**src/rtl/cordic_arbiter.sv**
```systemverilog
// rtl/cordic_arbiter.sv - round-robin sharing of one pipelined CORDIC unit between two requesters
//
// cordic_arbiter: two requesters issue sin/cos or vector-rotate operations to a
// single pipelined CORDIC unit. A tag pipeline of LAT stages follows every
// issued operation so its result can be steered into the owner's result FIFO.
// Per-requester credits (ops in flight + FIFO entries) never exceed DEPTH, so a
// result always finds room in its FIFO.
//
// Ports:
//   clk, rst                     clock, synchronous active-high reset
//   reqK_valid/ready             request handshake for requester K (0/1)
//   reqK_mode                    0 = sin/cos of angle, 1 = rotate (x,y) by angle
//   reqK_angle/x/y               request payload, Q3.29
//   c_trig_rot, c_angle,
//   c_xi, c_yi                   registered inputs to the CORDIC unit
//   c_xr, c_yr                   CORDIC outputs
//   resK_valid/ready             result FIFO K head valid / pop
//   resK_x, resK_y               result FIFO K head (cos/sin in trig mode)
//   busy                         an op is in flight or a result is queued
//
// cordic_res_fifo: small power-of-two result queue with extra-bit pointers.
//   clk, rst                     clock, synchronous active-high reset
//   wr_en, wr_data               push
//   rd_en                        pop (ignored when empty)
//   rd_data, valid               head entry, non-empty flag

module cordic_res_fifo #(
  parameter int W     = 64,
  parameter int DEPTH = 4
) (
  input  logic         clk,
  input  logic         rst,
  input  logic         wr_en,
  input  logic [W-1:0] wr_data,
  input  logic         rd_en,
  output logic [W-1:0] rd_data,
  output logic         valid
);
  localparam int AW = $clog2(DEPTH);

  logic [W-1:0] mem [DEPTH];
  logic [AW:0]  wr_ptr;
  logic [AW:0]  rd_ptr;

  // The extra pointer bit distinguishes full from empty; equal pointers mean empty.
  assign valid   = (wr_ptr != rd_ptr);
  assign rd_data = mem[rd_ptr[AW-1:0]];

  always_ff @(posedge clk) begin
    if (rst) begin
      wr_ptr <= '0;
      rd_ptr <= '0;
    end else begin
      if (wr_en)
        wr_ptr <= wr_ptr + (AW+1)'(1);
      if (rd_en && valid)
        rd_ptr <= rd_ptr + (AW+1)'(1);
    end
  end

  always_ff @(posedge clk) begin
    if (wr_en)
      mem[wr_ptr[AW-1:0]] <= wr_data;
  end
endmodule

module cordic_arbiter #(
  parameter int           N     = 32,
  parameter int           LAT   = 10,
  parameter int           DEPTH = 4,
  parameter logic [N-1:0] KINIT = 32'h136E9DB5
) (
  input  logic         clk,
  input  logic         rst,
  input  logic         req0_valid,
  output logic         req0_ready,
  input  logic         req0_mode,
  input  logic [N-1:0] req0_angle,
  input  logic [N-1:0] req0_x,
  input  logic [N-1:0] req0_y,
  input  logic         req1_valid,
  output logic         req1_ready,
  input  logic         req1_mode,
  input  logic [N-1:0] req1_angle,
  input  logic [N-1:0] req1_x,
  input  logic [N-1:0] req1_y,
  output logic         c_trig_rot,
  output logic [N-1:0] c_angle,
  output logic [N-1:0] c_xi,
  output logic [N-1:0] c_yi,
  input  logic [N-1:0] c_xr,
  input  logic [N-1:0] c_yr,
  output logic         res0_valid,
  input  logic         res0_ready,
  output logic [N-1:0] res0_x,
  output logic [N-1:0] res0_y,
  output logic         res1_valid,
  input  logic         res1_ready,
  output logic [N-1:0] res1_x,
  output logic [N-1:0] res1_y,
  output logic         busy
);
  localparam int            CW      = $clog2(DEPTH) + 1;
  localparam logic [CW-1:0] DEPTH_C = CW'(DEPTH);

  logic [CW-1:0]  cred0, cred1;
  logic           elig0, elig1;
  logic           grant0, grant1;
  logic           rr_last;        // 1: requester 1 was granted last, so requester 0 wins a tie
  logic [LAT-1:0] tag_v;
  logic [LAT-1:0] tag_id;
  logic           wr0, wr1;
  logic           pop0, pop1;
  logic           sel_mode;
  logic [N-1:0]   sel_angle, sel_x, sel_y;
  logic [2*N-1:0] fifo0_data, fifo1_data;

  assign elig0 = req0_valid && (cred0 < DEPTH_C);
  assign elig1 = req1_valid && (cred1 < DEPTH_C);

  // Each grant depends only on eligibility, never on the other port's ready.
  assign grant0 = elig0 && (!elig1 || rr_last);
  assign grant1 = elig1 && (!elig0 || !rr_last);

  assign req0_ready = grant0;
  assign req1_ready = grant1;

  assign sel_mode  = grant1 ? req1_mode  : req0_mode;
  assign sel_angle = grant1 ? req1_angle : req0_angle;
  assign sel_x     = grant1 ? req1_x     : req0_x;
  assign sel_y     = grant1 ? req1_y     : req0_y;

  always_ff @(posedge clk) begin
    if (rst)
      rr_last <= 1'b1;
    else if (grant0)
      rr_last <= 1'b0;
    else if (grant1)
      rr_last <= 1'b1;
  end

  // CORDIC input registers hold the last issued operation while idle.
  always_ff @(posedge clk) begin
    if (rst) begin
      c_trig_rot <= 1'b0;
      c_angle    <= '0;
      c_xi       <= '0;
      c_yi       <= '0;
    end else if (grant0 || grant1) begin
      c_trig_rot <= sel_mode;
      c_angle    <= sel_angle;
      c_xi       <= sel_mode ? sel_x : KINIT;
      c_yi       <= sel_mode ? sel_y : '0;
    end
  end

  // Tag stage 0 is loaded on the issue edge; the last stage lines up with c_xr/c_yr.
  always_ff @(posedge clk) begin
    if (rst) begin
      tag_v  <= '0;
      tag_id <= '0;
    end else begin
      tag_v  <= {tag_v[LAT-2:0], grant0 || grant1};
      tag_id <= {tag_id[LAT-2:0], grant1};
    end
  end

  assign wr0  = tag_v[LAT-1] && !tag_id[LAT-1];
  assign wr1  = tag_v[LAT-1] &&  tag_id[LAT-1];
  assign pop0 = res0_valid && res0_ready;
  assign pop1 = res1_valid && res1_ready;

  always_ff @(posedge clk) begin
    if (rst) begin
      cred0 <= '0;
      cred1 <= '0;
    end else begin
      case ({grant0, pop0})
        2'b10:   cred0 <= cred0 + CW'(1);
        2'b01:   cred0 <= cred0 - CW'(1);
        default: cred0 <= cred0;
      endcase
      case ({grant1, pop1})
        2'b10:   cred1 <= cred1 + CW'(1);
        2'b01:   cred1 <= cred1 - CW'(1);
        default: cred1 <= cred1;
      endcase
    end
  end

  cordic_res_fifo #(.W(2*N), .DEPTH(DEPTH)) u_fifo0 (
    .clk     (clk),
    .rst     (rst),
    .wr_en   (wr0),
    .wr_data ({c_xr, c_yr}),
    .rd_en   (res0_ready),
    .rd_data (fifo0_data),
    .valid   (res0_valid)
  );

  cordic_res_fifo #(.W(2*N), .DEPTH(DEPTH)) u_fifo1 (
    .clk     (clk),
    .rst     (rst),
    .wr_en   (wr1),
    .wr_data ({c_xr, c_yr}),
    .rd_en   (res1_ready),
    .rd_data (fifo1_data),
    .valid   (res1_valid)
  );

  assign res0_x = fifo0_data[2*N-1:N];
  assign res0_y = fifo0_data[N-1:0];
  assign res1_x = fifo1_data[2*N-1:N];
  assign res1_y = fifo1_data[N-1:0];

  assign busy = (|tag_v) || res0_valid || res1_valid;
endmodule
```
**config.mk**
```make
export PLATFORM = sky130hd
export DESIGN_NAME = cordic_arbiter
export DESIGN_NICKNAME = d
export VERILOG_FILES = /design/src/rtl/cordic_arbiter.sv
export SDC_FILE = /design/constraint.sdc
export NUM_CORES = 1
export LEC_CHECK = 0
export CAP_MARGIN = 40
export CORE_MARGIN = 2
export CORE_UTILIZATION = 56
export CTS_CLUSTER_DIAMETER = 50
export CTS_CLUSTER_SIZE = 24
export DETAILED_ROUTE_END_ITERATION = 6
export PLACE_DENSITY_LB_ADDON = 0.3
export SLEW_MARGIN = 20
export SYNTH_ARGS = -nofsm -noshare
export SYNTH_HDL_FRONTEND = slang
export SYNTH_SLANG_ARGS = --single-unit
export TNS_END_PERCENT = 10
```
**constraint.sdc**
```tcl
create_clock -name clk -period 4.7 [get_ports clk]
set_input_delay 0.705 -clock clk [delete_from_list [all_inputs] [get_ports clk]]
set_output_delay 0.705 -clock clk [all_outputs]
set_load 0.05 [all_outputs]
```
Yosys cells after proc, flatten, opt, wreduce, memory -nomap -nowiden
Memory sizes are Yosys's and may differ from the RTL's. A register that Yosys moved wholly into a read port is not among the register bits.
Index checks and enable logic that the tools add are counted.

storage, ports and cells
  register bits = 136
  RAM bits = 512
  bits of input ports = 264
  output and inout port bits = 230
  word-level logic and storage cells = 70
  memories kept = 2

cells by class
  add/sub/neg operators = 8
  order comparisons = 2
  eq/ne operators = 6
  muxes and demuxes = 18
  reduce and logical (&&, ||, !) cells = 21

memories
  name         depth  width  rd ports  clocked after Yosys merged registers in  wr ports  RTL line  text
  u_fifo0.mem  4      64     1         1                                        1         41        logic [W-1:0] mem [DEPTH];
  u_fifo1.mem  4      64     1         1                                        1         41

operators by type and width
  cell                                                                number
  32-bit two-way mux                                                  5
  3-bit by 1-bit adder with 3-bit output, second input constant       6
  3-bit case mux with 2 select lines                                  2
  10-bit OR reduction                                                 1
  1-bit logical AND                                                   8
  2-bit two-way mux                                                   4
  1-bit two-way mux                                                   7
  3-bit less-than comparator, second input constant                   2
  3-bit != test                                                       2
  2-bit nonzero test                                                  3
  3-bit by 1-bit subtractor with 3-bit output, second input constant  2
  1-bit logical OR                                                    5
  2-bit by 1-bit == test with 1-bit output, second input constant     2
  2-bit == test, second input constant                                2
  1-bit zero test                                                     4

Logic depth before layout (Yosys ltp)
  depth after elaboration = 7
  mapped depth = 11
  mapped depth without buffers = 8

Hierarchy
A second synthesis with hierarchy kept.

second synthesis, totals
  cell total of the unflattened synthesis = 1397
  area, all modules = 25007.7 um^2

modules (own cells, without submodules)
  module           times used  cells an instance  area an instance (um^2)  sequential area each (um^2)
  cordic_res_fifo  2           386                9706.8                   7847.5
  cordic_arbiter   1           625                5594.1                   2482.4

Worst setup path after synthesis
No wires, ideal clock.

  kind = input to register
  from = input port req1_valid
  to = register cred0[2]
  library setup time = 0.070 ns
  data arrival time = 3.436 ns
  data required time = 4.630 ns
  slack = 1.193 ns
  cell stages on the path = 11
  buffers on the path = 3
  cells stage by stage = nor2b_1 -> buf_2 -> buf_2 -> buf_1 -> a21oi_1 -> inv_1 -> ha_1 -> fa_1 -> xnor2_1 -> or3_1 -> a21oi_1

on the way
  cells in the longest elaborated chain, start to end = 6
  elaborated cells on any way between the ends = 8
  classes of those cells = 2 x eq/ne; 1 x mux; 5 x reduce/logical

RTL lines
  what                                                                              RTL line  text
  start: declaration                                                                81        input logic req1_valid,
  1-bit logical AND *                                                               119       assign elig1 = req1_valid && (cred1 < DEPTH_C);
  1-bit zero test *                                                                 122       assign grant0 = elig0 && (!elig1 || rr_last);
  1-bit logical OR *                                                                122
  1-bit logical AND *                                                               122
  named net req0_ready                                                              76        output logic req0_ready,
  2-bit by 1-bit == test with 1-bit output / 2-bit == test (equally long branches)  178       case ({grant0, pop0})
  3-bit case mux with 2 select lines / 2-bit nonzero test (equally long branches)   --
  end signal: assignment                                                            179       2'b10: cred0 <= cred0 + CW'(1);
  end signal: assignment                                                            180       2'b01: cred0 <= cred0 - CW'(1);
  end signal: assignment                                                            181       default: cred0 <= cred0;
  end: declaration                                                                  106       logic [CW-1:0] cred0, cred1;

Mark *: on every way through the listed nets, which the timed path passes. The rest lies on a longest branch.
A chain may end at the register's enable or synchronous reset.

==> results.json <==
{
  "status": "complete, no violations",
  "netlist_instances": 1408,
  "synthArstFlopShare_pct": 0,
  "crit_required_ns": 3.99,
  "top_layer_used": "met5",
  "cts_sinks": 652,
  "io_pins": 494,
  "min_path_cells": 1,
  "route.met3.wl_um": 5326,
  "io_buffers": 493,
  "die_h_um": 215.5,
  "cp.arrival_ns": 3.05,
  "fmax_ghz": 0.2667,
  "synthesis.area_um2": 25060,
  "post_cts_resized": 0,
  "hold_end": "tag_id[5]",
  "first_pass_iters": 5,
  "insertion_delay_ns": 0.60,
  "wl_met2_um": 34120,
  "ys_types": 47,
  "die_area_um2": 46450,
  "tightest_slew_ns": 0.7388,
  "grt_pass1_wl_um": 98050,
  "grt_max_degree": 71,
  "drt-vias-per-instance": 5.995,
  "vias": 15120,
  "yosysMostFrequentCell": "edfxtp_1",
  "tns_ns": 0,
  "setup_viol": 0,
  "antenna_found_initial": 16,
  "crit_path_end_kind": "primary output",
  "drt.antenna.violating_nets": 0,
  "cts_setup_buffers": 0,
  "wl_met1_um": 24780,
  "synth_warnings": 0,
  "ys_seq_area_share_pct": 72.54,
  "clock_path_buffers": 3,
  "skew_ns": 0.02057,
  "globalRoute.totalOverflow": 0,
  "synth_top_area_cell": "edfxtp_1",
  "rsz0062_at_grt": "no",
  "yosys_register_bits": 652,
  "synth_enable_flop_cells": 512,
  "finalCritPeriodShare_pct": 79.79,
  "grt_pass1_vias": 15410,
  "max-vdd-ir-drop_mv": 0.2764,
  "path_class": "flip-flop to primary output",
  "worstHoldStart": "tag_id[4]",
  "powerDensity_nw_per_um2": 406.1,
  "synthTopCellsByCount": "edfxtp_1, dfxtp_1, mux4_2, inv_1",
  "place_congestion": 0.9208,
  "synth_top_area_share_pct": 61.36,
  "p_leak_nw": 10.30,
  "placed_area_um2": 30710,
  "core_um2": 44220,
  "relSlewSlack_pct": 50.75,
  "fin_cells": 2522,
  "min_period_ns": 3.750,
  "dp_hpwl_um": 43780,
  "final_hold_viol_count": 0,
  "start_kind": "flip-flop",
  "synth_fp_nets": 1686,
  "cts-buffers-inserted": 48,
  "clkTransAtPathRegs_ns": 0.09,
  "postLayoutCellArea_um2": 32400,
  "r2r_slack_ns": 2.24,
  "start_util_pct": 56.66,
  "htree_levels": 2,
  "remaining_drc_errors": 0,
  "grtUsageTotal_pct": 28.52,
  "hold_buffers": 0,
  "avgSynthCellArea_um2": 17.80,
  "slew_viol_final": 0,
  "detail_route.wl_per_cell_um": 26.42,
  "reg2reg_to": "u_fifo0.mem[2][26]",
  "dp.cells": 2420,
  "wl_um": 66620,
  "area_growth_pct": 29.32,
  "hold_class": "flip-flop to flip-flop",
  "layout.nets": 2157,
  "std_cell_rows": 77,
  "die_w_um": 215.5,
  "maxCapViolCount": 0,
  "synth_area_leaders": "edfxtp_1, mux4_2, dfxtp_1, o221ai_2, nand4_1",
  "r2r_start": "tag_v[9]",
  "ff2ff_path_depth": 3,
  "critPathMaxFanout": 29,
  "cts_tree": "yes",
  "drtIter0Drc": 1123,
  "layout-drive-gt1-share_pct": 16.82,
  "cts_root_buf": "clkbuf_16",
  "synth_flop_cell": "edfxtp_1"
}
-- cell families (layout without fill, tap and decap cells) --
logic type	count (synthesis)	after routing	share of synthesized area [%]
AND/OR/NAND/NOR	273	273	5.922
XOR/XNOR	17	17	0.5942
flip-flops	652	652	72.54
adder cells (fa/ha/maj)	14	14	0.7590
buffers and inverters	179	685	3.006
AO/OA/AOI/OAI	142	142	5.553
other	0	16	0
multiplexers	131	131	11.62
-- critical path, stage by stage, from the launching register on --
cell             delay, ns
dfxtp_4               0.77
buf_4                 0.35
mux4_2                0.52
clkdlybuf4s50_1       0.78
-- sequential cells by signal (all words and copies together) (netlist names), 10 cells and up, named ones only --
| register | flops |
|---|---|
| c_angle | 32 |
| c_xi | 32 |
| tag_id | 10 |
| c_yi | 32 |
| u_fifo1.mem | 256 |
| tag_v | 10 |
| u_fifo0.mem | 256 |
-- worst max path at each step --
stage / from / endpoint / slack [ns] / cells after the start
after global placement: req1_valid / req1_ready / 1.46 / 5
after floorplan: req1_valid / cred0[2] / 1.19 / 11
after detailed placement: req1_valid / req1_ready / 1.46 / 5
after global routing: flip-flop / res0_y[30] / 0.79 / 3
final: flip-flop / res0_y[30] / 0.95 / 3
after CTS: flip-flop / res0_y[30] / 0.85 / 3
-- per-stage QoR --
stage | setup slack, ns | hold WS (ns) | util, % | power (W)
2_1_floorplan | 1.193 | 0.4138 | - | 0.008063
3_3_place_gp | 1.460 | 0.4189 | 69.03 | 0.008945
3_5_place_dp | 1.460 | 0.4251 | 69.45 | 0.008996
4_1_cts | 0.8477 | 0.4433 | 73.16 | 0.01323
5_1_grt | 0.7866 | 0.4628 | 73.27 | 0.01355
6_report | 0.9500 | 0.4421 | 73.28 | 0.01316
-- metal layers --
metal	up-vias	GRT usage, %
li1	6614	-
met1	7680	36.23
met2	700	47.82
met3	123	6.568
met4	2	11.70
met5	-	0
-- power by group --
part	internal [W]	switching, W
Sequential	0.00631	0.000131
Clock	0.00207	0.00222
Combinational	0.000975	0.00146
-- final cells by class --
cell class,count,area (um^2)
tap,592,740.7
antenna,16,40.04
clock inverter,35,400.4
timing repair buffer,524,5326
inverter,76,285.3
clock buffer,50,1240
sequential,652,18190
multi-input combinational,577,6178
fill,2618,11820
-- cells in the final DEF (no fill, tap or decap), types with 8 or more instances in the layout --
cell type          n
mux4_2           128
nor3_1            64
inv_1             74
nand3_1            8
clkdlybuf4s50_1  492
a211oi_1          33
xnor2_1           11
nand4_1           52
nand2_1           53
inv_6              9
o221a_2           18
ha_1              12
o221ai_2          40
nor4_1            34
clkbuf_16         49
diode_2           16
nor2_1            12
edfxtp_1         512
buf_4             22
a31oi_1           22
dfxtp_1          136
nor2b_1           22
No activity file was read; power rests on OpenSTA's default activity.
==> patch 1 (same settings) <==
`DEPTH` is set to 4 in 2 places; all go to 8.
--- a/src/rtl/cordic_arbiter.sv
+++ b/src/rtl/cordic_arbiter.sv
@@ -28,3 +28,3 @@
   parameter int W     = 64,
-  parameter int DEPTH = 4
+  parameter int DEPTH = 8
 ) (
@@ -69,3 +69,3 @@
   parameter int           LAT   = 10,
-  parameter int           DEPTH = 4,
+  parameter int           DEPTH = 8,
   parameter logic [N-1:0] KINIT = 32'h136E9DB5
Check against the original RTL: no difference found for any inputs over 4 cycles, from zero or initial values and one cycle with rst high; that may be too few to reach the edited logic, so the function may still have changed.
==> patch 1 against the unedited design <==
- fmax is 8.5% lower
- combinational power fell by 61%
- area after synthesis is 81% higher
- wire length grew 59%
- sequential cell count increased by 520
- synthesized cell count grew 55%
- total power is 62% higher
- cell area rose by 71%
- worst setup slack worse by 0.35 ns
- sequential power rose by 77%
- critical endpoint is now res0_y[16]
- largest power group unchanged
==> patch 1: results (changes against the unedited design) <==
run_status:
  outcome: "finished clean"  # unchanged
yosys:
  synth-adder-area-share_pct: 0.277  # was 0.759%
  synthesis.nets: 2462  # was 1686
  synthMuxAreaShare_pct: 17.2  # was 11.6%
  synthTopCellsByCount: "edfxtp_1, dfxtp_1, mux4_2"  # unchanged
  synth_ff_type: "edfxtp_1"  # unchanged
  synthCells: 2188  # was 1408
  synth_edf_count: 1024  # was 512
  synth-compound-area-share_pct: 2.77  # was 5.55%
  synthDistinctLibCells: 49  # was 47
  synthTopCellsByArea: "edfxtp_1, mux4_2, mux4_1"  # was edfxtp_1, mux4_2, dfxtp_1
  synth_xor_area_share_pct: 0.368  # was 0.594%
  yosysWarnings: 0  # unchanged
  ys_seq_area_share_pct: 74.5  # was 72.5%
power_and_ir_drop:
  power_leakage_uw: 0.0177  # was 0.0103 uW
  vdd.ir_drop.worst_mv: 0.317  # was 0.276 mV
  swShare_pct: 22.9  # was 28.9%
placement:
  placed_cell_area_um2: 51500  # was 30700 um^2
  preCtsSetupSlack_ns: 1.23  # was 1.46 ns
  placedCellCount: 3668  # was 2420
  portBuffers: 493  # unchanged
  routabilityCongestion: 0.888  # was 0.921
  hpwl_um: 62900  # was 43800 um
clock_tree:
  insertion_delay_ns: 0.67  # was 0.60 ns
  cts_max_level: 3  # was 2
  post_cts_buffers: 0  # unchanged
  cts-resized-gates: 0  # unchanged
  clock-sinks: 1172  # was 652
  cts_buffers: 103  # was 48
  clk_pin_slew_ns: 0.07  # was 0.09 ns
  clock_path_buffers: 3  # unchanged
worst_setup_path:
  cpMaxStageDelayCell: "clkdlybuf4s50_1"  # unchanged
  r2r_slack_ns: 1.85  # was 2.24 ns
  crit_arrival_ns: 3.39  # was 3.05 ns
  cpPeakStageDelay_ns: 0.70  # was 0.78 ns
  critical_path.max_fanout: 21  # was 29
global_routing:
  grt_first_pass_wirelength_um: 156000  # was 98000 um
  grt_max_degree: 83  # was 71
  grt_usage_pct: 25.6  # was 28.5%
layout:
  drive_gt1_share_pct: 20.7  # was 16.8%
  fin_cells: 3872  # was 2522
  nNetsFinal: 2989  # was 2157
timing:
  whs_ns: 0.270  # was 0.442 ns
  max_slew_margin_pct: 47.4  # was 50.7%
  clock_skew_ns: 0.0302  # was 0.0206 ns
  timing.final.crit_share_pct: 87.2  # was 79.8%
routing:
  via_count: 23500  # was 15100
  routed_wl_um: 106000  # was 66600 um
  first_pass_iters: 7  # was 5
  drtIter0Drc: 1915  # was 1123
hold_path:
  min_path_type: "input pin to flop"  # was flop to flop
-- patch 1: changes by cell type after synthesis, moves of 23 or more --
cell      change
nand2_1      +67
nor3_1       -42
inv_1        -73
a22oi_1      +46
mux4_1      +114
mux2_2      +136
edfxtp_1    +512
a311oi_1     +23
a21oi_1      +49
a211oi_1     -33
nor4_1       -32
nand4_1      -50
o221ai_2     -40
nor2_1       +72
-- patch 1: cell type report --
| cell class | instances | area, um^2 |
|---|---|---|
| inverters | 4 | 20.0 |
| clock inverters | 87 | 1110 |
| well taps | 1060 | 1330 |
| diodes | 8 | 20.0 |
| fillers | 4874 | 24900 |
| flip-flops and latches | 1172 | 33700 |
| clock buffers | 107 | 2660 |
| repair buffers | 548 | 5720 |
| multi-input cells | 886 | 10800 |
-- patch 1: power by group through the flow --
stage,registers [uW],clock network (uW),logic (uW)
detailed placement,11600,0,939
finish,11400,9010,940
global placement,11600,0,905
global route,11400,9550,1000
CTS,11400,9190,942
floorplan,11800,0,204
-- patch 1: kinds of logic after synthesis --
kind of cell / after synthesis
adder cells (fa/ha/maj): 10
AO/OA/AOI/OAI: 165
XOR/XNOR: 19
flip-flops: 1172
buffers and inverters: 130
multiplexers: 397
AND/OR/NAND/NOR: 295
-- patch 1: worst paths after layout --
kind,start,to,cells after the start
worst max-delay path,flop,res0_y[16],4
worst min-delay path,rst,c_angle[3],2
worst max register to register,u_fifo0.wr_ptr[0],cred0[2],11
worst min register to register,tag_id[0],tag_id[1],1
-- patch 1: per-layer routing --
metal	wire length (um)	up-vias	GRT usage, %	share of wire [%]
met5	71	-	0	0.067
met4	3010	12	8.19	2.8
met3	7860	163	4.87	7.4
met2	54700	1035	44.0	52
met1	40000	12200	33.3	38
li1	-	10100	-	-
==> patch 2 (same settings) <==
Made on the original files. `tag_id` no longer has a reset.
--- a/src/rtl/cordic_arbiter.sv
+++ b/src/rtl/cordic_arbiter.sv
@@ -160,7 +160,9 @@
       tag_v  <= '0;
-      tag_id <= '0;
     end else begin
       tag_v  <= {tag_v[LAT-2:0], grant0 || grant1};
-      tag_id <= {tag_id[LAT-2:0], grant1};
-    end
+    end
+  end
+
+  always_ff @(posedge clk) begin
+    tag_id <= {tag_id[LAT-2:0], grant1};
   end
Check against the original RTL: same outputs for any inputs over 4 cycles, from zero or initial values and one cycle with rst high; that may be too few to reach the edited logic, so the function may still have changed.
==> patch 2 against the unedited design <==
- hold slack worse by 0.13 ns
- cell area hardly changed
- sequential cell count stayed put
- area after synthesis is 0.12% lower
- total power is 8.9% higher
- combinational power is 42% higher
- count of clock-buffer cells in the layout stayed put
- critical path depth stayed put
- wire length is 1.7% lower
- clock power is 0.9% higher
- clock skew is 0.0011 ns higher
- worst setup slack worse by 0.12 ns
- first-iteration DRC count is 16% higher
- critical endpoint is now res0_x[22]
==> patch 2: results (changes against the unedited design) <==
run_status:
  outcome: "finished clean"  # unchanged
worst_setup_path:
  rr_endpoint: "u_fifo0.mem[0][35]"  # was u_fifo0.mem[2][26]
  cpPeakStageDelay_ns: 0.81  # was 0.78 ns
  crit_arrival_ns: 3.17  # was 3.05 ns
  critical_path.max_fanout: 30  # was 29
  r2r_cells: 3  # unchanged
  cpMaxStageDelayCell: "dfxtp_4"  # was clkdlybuf4s50_1
yosys:
  ys_seq_area_share_pct: 72.6  # was 72.5%
  synth_ff_type: "edfxtp_1"  # unchanged
  syn_area_per_cell_um2: 17.8  # about the same
  synthTopCellsByArea: "edfxtp_1, mux4_2, dfxtp_1"  # unchanged
  synthTopCellsByCount: "edfxtp_1, dfxtp_1, mux4_2"  # unchanged
  synthesis.nets: 1681  # was 1686
  synthDistinctLibCells: 43  # was 47
  async_flop_share_pct: 0  # unchanged
power_and_ir_drop:
  vdd.ir_drop.worst_mv: 0.360  # was 0.276 mV
  p_per_area_nw_per_um2: 443  # was 406 nW/um^2
  power_leakage_uw: 0.0103  # about the same
  power_frac_comb_pct: 24.1  # was 18.5%
  clock_power_uw: 4330  # was 4290 uW
  intPower_uw: 9800  # was 9350 uW
hold_path:
  whs_path_depth: 0  # was 1
  min_to: "tag_id[7]"  # was tag_id[5]
  holdCritStartpoint: "tag_id[6]"  # was tag_id[4]
layout:
  nNetsFinal: 2155  # was 2157
  n_fill_cell: 2703  # was 2618
  fin_cells: 2529  # was 2522
  drive_gt1_share_pct: 17.0  # was 16.8%
  seqCellArea_um2: 18200  # unchanged
routing:
  drtIter0Drc: 1300  # was 1123
  first_pass_iters: 6  # was 5
  via_per_inst: 6.00  # was 5.99
  routed_wl_um: 65500  # was 66600 um
timing:
  tightest_slew_ns: 0.803  # was 0.739 ns
  whs_ns: 0.316  # was 0.442 ns
  timing.final.crit_share_pct: 82.4  # was 79.8%
  clock_skew_ns: 0.0217  # was 0.0206 ns
global_routing:
  grt_max_degree: 77  # was 71
  grt_usage_pct: 28.1  # was 28.5%
  grt_first_pass_wirelength_um: 96700  # was 98000 um
  antenna_found_initial: 22  # was 16
  grt_pass1_vias: 15300  # was 15400
placement:
  preCtsSetupSlack_ns: 1.42  # was 1.46 ns
  placedCellCount: 2417  # was 2420
  placed_cell_area_um2: 30600  # was 30700 um^2
  portBuffers: 493  # unchanged
  hpwl_um: 42500  # was 43800 um
  routabilityCongestion: 0.887  # was 0.921
clock_tree:
  cts_max_level: 2  # unchanged
-- patch 2: routing by layer --
| layer | up-vias | part of all wire [%] | global-route usage, % |
|---|---|---|---|
| met5 | - | 0 | 0 |
| met4 | 0 | 4.0 | 12.6 |
| met3 | 121 | 7.7 | 6.12 |
| met2 | 669 | 51 | 46.8 |
| met1 | 7781 | 37 | 35.7 |
| li1 | 6609 | - | - |
-- patch 2: worst max-delay path by stage --
stage	startpoint	end	slack, ns	cells past startpoint
2_1_floorplan	req1_valid	cred0[2]	1.19	11
3_3_place_gp	flop	res0_x[28]	1.47	3
3_5_place_dp	flop	res0_x[22]	1.42	3
4_1_cts	flop	res0_x[22]	0.70	3
5_1_grt	flop	res0_x[22]	0.64	3
6_report	flop	res0_x[22]	0.83	3
-- patch 2: final cells by class --
cell class / count / area share, %
Clock buffer: 50 / 3.80
Tap cell: 592 / 2.29
Clock inverter: 37 / 1.34
Timing Repair Buffer: 527 / 16.4
Inverter: 76 / 0.884
Sequential cell: 652 / 56.2
Antenna cell: 23 / 0.178
Multi-Input combinational cell: 572 / 19.0
-- patch 2: worst max-delay path: cells and delay by family, from the launching register on --
| family | cells | cell delay [ns] |
|---|---|---|
| buf+inv | 2 | 1.15 |
| flops | 1 | 0.81 |
| mux | 1 | 0.57 |
-- patch 2: logic make-up (layout without fill, tap and decap cells) --
group | count (synthesis) | after routing | share of synthesized area (%)
flops | 652 | 652 | 72.6
simple gates | 266 | 266 | 5.76
buf+inv | 179 | 690 | 2.99
compound gates | 141 | 141 | 5.52
mux | 131 | 131 | 11.6
xor+xnor | 20 | 20 | 0.700
fa+ha+maj | 14 | 14 | 0.760
other cells | 0 | 23 | 0
